===== src/rtl/ipu_pkg.sv =====
// Shared types and constants for the IPU register-bus master.
// Covers the FSM state encoding, the control/data register map and the bus request bundle.
package ipu_pkg;

   typedef enum logic [3:0] {
      S_IDLE, S_WR_DATA, S_WR_CTRL, S_TXP_A, S_TXP_B, S_TXW,
      S_RXP_A, S_RXP_B, S_RD_A, S_RD_B, S_CLR
   } ipu_state_e;

   localparam int CTRL_SEND_BIT = 0;
   localparam int CTRL_RX_BIT   = 1;

   localparam logic SEL_CTRL = 1'b0;
   localparam logic SEL_DATA = 1'b1;
   localparam logic ADDR_TX  = 1'b0;
   localparam logic ADDR_RX  = 1'b1;

   localparam logic [31:0] CMD_SEND   = 32'h3;
   localparam logic [31:0] CMD_CLR_RX = 32'h0;

   typedef struct packed {
      logic        wr;
      logic        reg_sel;
      logic        addr;
      logic [31:0] entrada;
   } bus_req_t;

endpackage


===== src/rtl/ctrl_bus_ipu.sv =====
// Register-bus master for the IPU: turns send pulses into tx write/poll sequences
// and, between sends, polls new_rx and fetches received bytes into a held output.
module ctrl_bus_ipu
   import ipu_pkg::*;
#(
   parameter int POLL_DIV = 16
) (
   input  logic        clk,
   input  logic        rst,
   input  logic        send_i,
   input  logic [7:0]  dato_i,
   input  logic [31:0] salida_i,
   output logic        wr_o,
   output logic        reg_sel_o,
   output logic        addr_o,
   output logic [31:0] entrada_o,
   output logic        busy_o,
   output logic [7:0]  rx_byte_o,
   output logic        rx_valid_o
);

   localparam int CNT_W = (POLL_DIV > 1) ? $clog2(POLL_DIV) : 1;
   localparam logic [CNT_W-1:0] CNT_LAST = CNT_W'(POLL_DIV - 1);

   ipu_state_e       state_q, state_d;
   logic [CNT_W-1:0] cnt_q;
   logic             pending_q;
   logic [7:0]       byte_q, byte_d;
   bus_req_t         req_d, req_q;
   logic             tx_done, accept;
   logic             rx_byte_valid_q;
   logic [7:0]       rx_byte_q;
   logic             unused_salida;

   assign unused_salida = ^salida_i[31:8];

   // A send arriving in the very cycle the frame completes is kept as a new request.
   assign tx_done = (state_q == S_TXP_B) && !salida_i[CTRL_SEND_BIT];
   assign accept  = send_i && (!pending_q || tx_done);
   assign byte_d  = accept ? dato_i : byte_q;

   always_ff @(posedge clk or posedge rst) begin
      if (rst) begin
         state_q <= S_IDLE;
         cnt_q   <= '0;
      end else begin
         state_q <= state_d;
         cnt_q   <= (state_d != state_q) ? '0 : cnt_q + 1'b1;
      end
   end

   always_comb begin
      state_d = state_q;
      case (state_q)
         S_IDLE:    if (pending_q || send_i)  state_d = S_WR_DATA;
                    else if (cnt_q == CNT_LAST) state_d = S_RXP_A;
         S_WR_DATA: state_d = S_WR_CTRL;
         S_WR_CTRL: state_d = S_TXP_A;
         S_TXP_A:   state_d = S_TXP_B;
         S_TXP_B:   state_d = salida_i[CTRL_SEND_BIT] ? S_TXW : S_IDLE;
         S_TXW:     if (cnt_q == CNT_LAST) state_d = S_TXP_A;
         S_RXP_A:   state_d = S_RXP_B;
         S_RXP_B:   state_d = salida_i[CTRL_RX_BIT] ? S_RD_A : S_IDLE;
         S_RD_A:    state_d = S_RD_B;
         S_RD_B:    state_d = S_CLR;
         S_CLR:     state_d = S_IDLE;
         default:   state_d = S_IDLE;
      endcase
   end

   // Bus outputs are decoded from the next state so the registered copy lines up with state_q.
   always_comb begin
      req_d = '0;
      case (state_d)
         S_WR_DATA: begin
            req_d.wr      = 1'b1;
            req_d.reg_sel = SEL_DATA;
            req_d.addr    = ADDR_TX;
            req_d.entrada = {24'h0, byte_d};
         end
         S_WR_CTRL: begin
            req_d.wr      = 1'b1;
            req_d.reg_sel = SEL_CTRL;
            req_d.entrada = CMD_SEND;
         end
         S_RD_A, S_RD_B: begin
            req_d.reg_sel = SEL_DATA;
            req_d.addr    = ADDR_RX;
         end
         S_CLR: begin
            req_d.wr      = 1'b1;
            req_d.reg_sel = SEL_CTRL;
            req_d.entrada = CMD_CLR_RX;
         end
         default: req_d = '0;
      endcase
   end

   always_ff @(posedge clk or posedge rst) begin
      if (rst) req_q <= '0;
      else     req_q <= req_d;
   end

   always_ff @(posedge clk or posedge rst) begin
      if (rst) begin
         pending_q <= 1'b0;
         byte_q    <= 8'h00;
      end else if (accept) begin
         pending_q <= 1'b1;
         byte_q    <= dato_i;
      end else if (tx_done) begin
         pending_q <= 1'b0;
      end
   end

   always_ff @(posedge clk or posedge rst) begin
      if (rst) begin
         rx_byte_q       <= 8'h00;
         rx_byte_valid_q <= 1'b0;
      end else begin
         rx_byte_valid_q <= (state_q == S_RD_B);
         if (state_q == S_RD_B) rx_byte_q <= salida_i[7:0];
      end
   end

   assign wr_o       = req_q.wr;
   assign reg_sel_o  = req_q.reg_sel;
   assign addr_o     = req_q.addr;
   assign entrada_o  = req_q.entrada;
   assign busy_o     = pending_q;
   assign rx_byte_o  = rx_byte_q;
   assign rx_valid_o = rx_byte_valid_q;

endmodule


===== config.mk =====
export PLATFORM = sky130hd
export DESIGN_NAME = ctrl_bus_ipu
export DESIGN_NICKNAME = d
export VERILOG_FILES = /design/src/rtl/ipu_pkg.sv /design/src/rtl/ctrl_bus_ipu.sv
export SDC_FILE = /design/constraint.sdc
export NUM_CORES = 1
export LEC_CHECK = 0
export CORE_MARGIN = 5
export CORE_UTILIZATION = 40
export DETAILED_ROUTE_END_ITERATION = 6
export PLACE_DENSITY = 0.78
export REMOVE_ABC_BUFFERS = 1
export SLEW_MARGIN = 20
export SYNTH_ARGS = -nofsm -noshare
export SYNTH_HDL_FRONTEND = slang
export SYNTH_SLANG_ARGS = --single-unit

===== constraint.sdc =====
create_clock -name clk -period 2.1 [get_ports clk]
set_input_delay 0.315 -clock clk [delete_from_list [all_inputs] [get_ports clk]]
set_output_delay 0.315 -clock clk [all_outputs]
set_load 0.01 [all_outputs]

==> flow_metrics.tcl <==
set metrics [dict create \
    final_core_util_pct 52.1 \
    grt_max_degree 38 \
    ys.flop_type "dfrtp_1" \
    path_cells "buf_4 -> o41a_2 -> o21ai_0 -> a21oi_1" \
    initial_utilization_pct 41.0 \
    clock_latency_ps 290 \
    via_per_inst 4.74 \
    route.detailed.drc 0 \
    overflow 0 \
    max_cap_viol_count 0 \
    power_frac_seq_pct 38.9 \
    rsz0062_at_grt "false" \
    cp.arrival_ps 1900 \
    grt_pass1_vias 1198 \
    nets 248 \
    setup_slack_ps 355 \
    groute.usage.overall_pct 11.8 \
    synth-simple-area-share_pct 12.1 \
    p_int_mw 1.94 \
    ant_nets 0 \
    end_kind "flip-flop" \
    worst-path-buf-inv 1 \
    power_switching_mw 0.933 \
    place_congestion 0.711 \
    io_buffers 39 \
    cts_buffers 5 \
    crit_path_start_kind "flip-flop" \
    cts.sinks 37 \
    cts_setup_buffers 0 \
    seq_area_frac_synth_pct 52.3 \
    powerDensity_mw_per_mm2 1280 \
    cts.hold.buffers_added 0 \
    slew_viol_final 0 \
    dpl_worst_slack_ps 110 \
    via_count 1218 \
    finalSetupViolations 0 \
    drive_gt1_share_pct 16.6 \
    synth_seq_cells 37 \
    async_flop_share_pct 100 \
    pin_count 88 \
    cts_resized 0 \
    grt_use_met2_pct 19.9 \
    syn_avg_cell_area_sq_um 11.1 \
    worstHoldPathType "input pin to asynchronous set/reset pin" \
    fin_area_sq_mm 0.00225 \
    finClkSkew_ps 9.83 \
    yosys.area_share.xor_xnor_pct 0.989 \
    critical-path-top-delay-family "compound AO/OA/AOI/OAI gates" \
    h-tree-depth 2 \
    grt_pass1_wl_microns 5570 \
    synth_top_family_by_area "buffers and inverters" \
    yosysTopAreaCell "dfrtp_1" \
    yosysTopAreaCellShare_pct 52.3 \
    die_w_microns 76.6 \
    tns_ps 0 \
    layout_min_cycle_time_ps 1750 \
    status "finished clean" \
    synth_edf_count 0 \
    post_synth_num_cell_types 31 \
    drt-initial-drc-count 65 \
    die_h_microns 76.6 \
    synthMuxAreaShare_pct 6.36 \
    instances_no_fill 257 \
    syn_area_sq_mm 0.00177 \
    p_clk_share_pct 22.0 \
    p_comb_share_pct 39.1 \
    cpPeakStageDelay_ps 520 \
    wl_per_cell_microns 13.0 \
    max_freq_mhz 573 \
    drtPass1Iterations 4 \
    maxSlewHeadroom_pct 66.2 \
    hold_viol 0 \
    num_antenna_cells 0 \
    power.leakage_nw 1.04 \
    die_area_sq_mm 0.00586 \
    area_growth_syn_to_layout_pct 27.0 \
    synthTopCellsByArea "dfrtp_1 (52%), buf_4 (11%), mux2_2 (6.4%), nand2_1 (3.2%), nand3_1 (2.5%)" \
    ir_drop_mv 0.583 \
    synthAdderAreaFrac_pct 0.706 \
    cts_buffer_depth 2 \
    cts_root_buffer "clkbuf_8" \
    dpl.cell_count 249 \
    crit_required_ps 2250 \
    crit_slowest_cell "dfrtp_1" \
    place_area_sq_mm 0.00213 \
    synth_cells 159 \
    path_max_fanout 11 \
    path_clk_slew_ps 80 \
    synth_compound_area_share_pct 13.1 \
    critPathKind "flip-flop to flip-flop" \
    grt.met3_usage_pct 4.49 \
    fp-row-count 24 \
    grt_use_met1_pct 13.5 \
    coreArea_sq_mm 0.00432 \
    yosysWarnings 0 \
    top_usage_layer "met2" \
    fill_cells 395 \
    cts_tree "built" \
    tightest_slew_ps 507 \
    routed_wl_microns 3330 \
    finalCritPeriodShare_pct 83.1 \
    dp_hpwl_microns 2440 \
    swShare_pct 32.5 \
    antenna_found_initial 0 \
]
[routing by layer]
layer | vias to the layer above | wire length (microns)
li1 | 583 | -
met1 | 590 | 1330
met2 | 40 | 1700
met3 | 5 | 254
met4 | 0 | 53
met5 | - | 0
[sequential cells by signal, summed over array words and instances, names as in the netlist]
name	flops
cnt_q	4
entrada_o	8
rx_valid_o	1
reg_sel_o	1
byte_q	8
busy_o	1
addr_o	1
state_q	4
wr_o	1
rx_byte_o	8
[final timing paths]
kind,from,slack (ps),end,depth (start not counted)
max,state_q[0],350,entrada_o[2],4
min,rst,420,rx_byte_o[5],3
max reg2reg,state_q[0],350,entrada_o[2],4
min reg2reg,cnt_q[0],470,cnt_q[0],1
max in group asynchronous,rst,1350,entrada_o[1],3
min in group clk,cnt_q[0],470,cnt_q[0],1
[final cells by class]
class                      count  area (sq um)  area share (%)
timing repair buffer          46           443            19.7
clock inverter                 2          37.5            1.67
clock buffer                   6          82.6            3.67
sequential                    37           926            41.1
inverter                       5          18.8           0.834
multi-input combinational    109           678            30.1
tap                           52          65.1            2.89
[cells in the final DEF, fill, tap and decap left out]
cell type and instances:
clkdlybuf4s50_1 39, dfrtp_1 37, conb_1 24, nand2_1 15, nor2_1 10, mux2_2 10, nand3_1 9, o21ai_0 9
buf_4 7, a21oi_1 6, clkbuf_8 6, inv_1 5, o22ai_1 3, a31oi_1 3, nand2b_4 2, o21ai_2 2
nand2b_1 2, and3_1 1, o41ai_4 1, o41a_2 1, nor4_2 1, o31ai_1 1, or4_1 1, a211o_1 1
or3b_2 1, o221ai_4 1, a41oi_1 1, o2bb2a_1 1, xnor2_1 1, xor2_1 1, ha_1 1, clkinvlp_4 1
bufinv_16 1
[worst register-to-register path, stage by stage (launching register included)]
cell and delay [ps]:
dfrtp_1 520, buf_4 230, o41a_2 480, o21ai_0 260, a21oi_1 110
[power groups by stage]
stage	sequential [mW]	clock (mW)	combinational, mW
after floorplan	1.21	0	0.520
after global placement	1.12	0	1.10
after detailed placement	1.13	0	1.13
after CTS	1.12	0.652	1.14
after global routing	1.15	0.682	1.23
final	1.12	0.633	1.12
[cell usage after synthesis (2+ instances only)]
cell / number
buf_6: 2
nand2b_1: 2
buf_4: 27
o21ai_2: 2
buf_2: 2
mux2_2: 10
inv_1: 5
nand3_1: 9
a21oi_1: 6
dfrtp_1: 37
a31oi_1: 3
nor2_1: 10
nand2b_4: 2
o22ai_1: 3
o21ai_0: 9
nand2_1: 15
[cell families after synthesis]
kind of cell,count (synthesis)
flops,37
compound gates,30
xor+xnor,2
simple gates,42
mux,10
fa+ha+maj,1
other cells,1
buf+inv,36
[through the flow]
stage	hold WS [ps]	power, mW
6_report	425	2.88
5_1_grt	496	3.07
4_1_cts	439	2.91
3_5_place_dp	458	2.26
3_3_place_gp	447	2.22
2_1_floorplan	429	1.73
(Power assumes the default switching activity.)
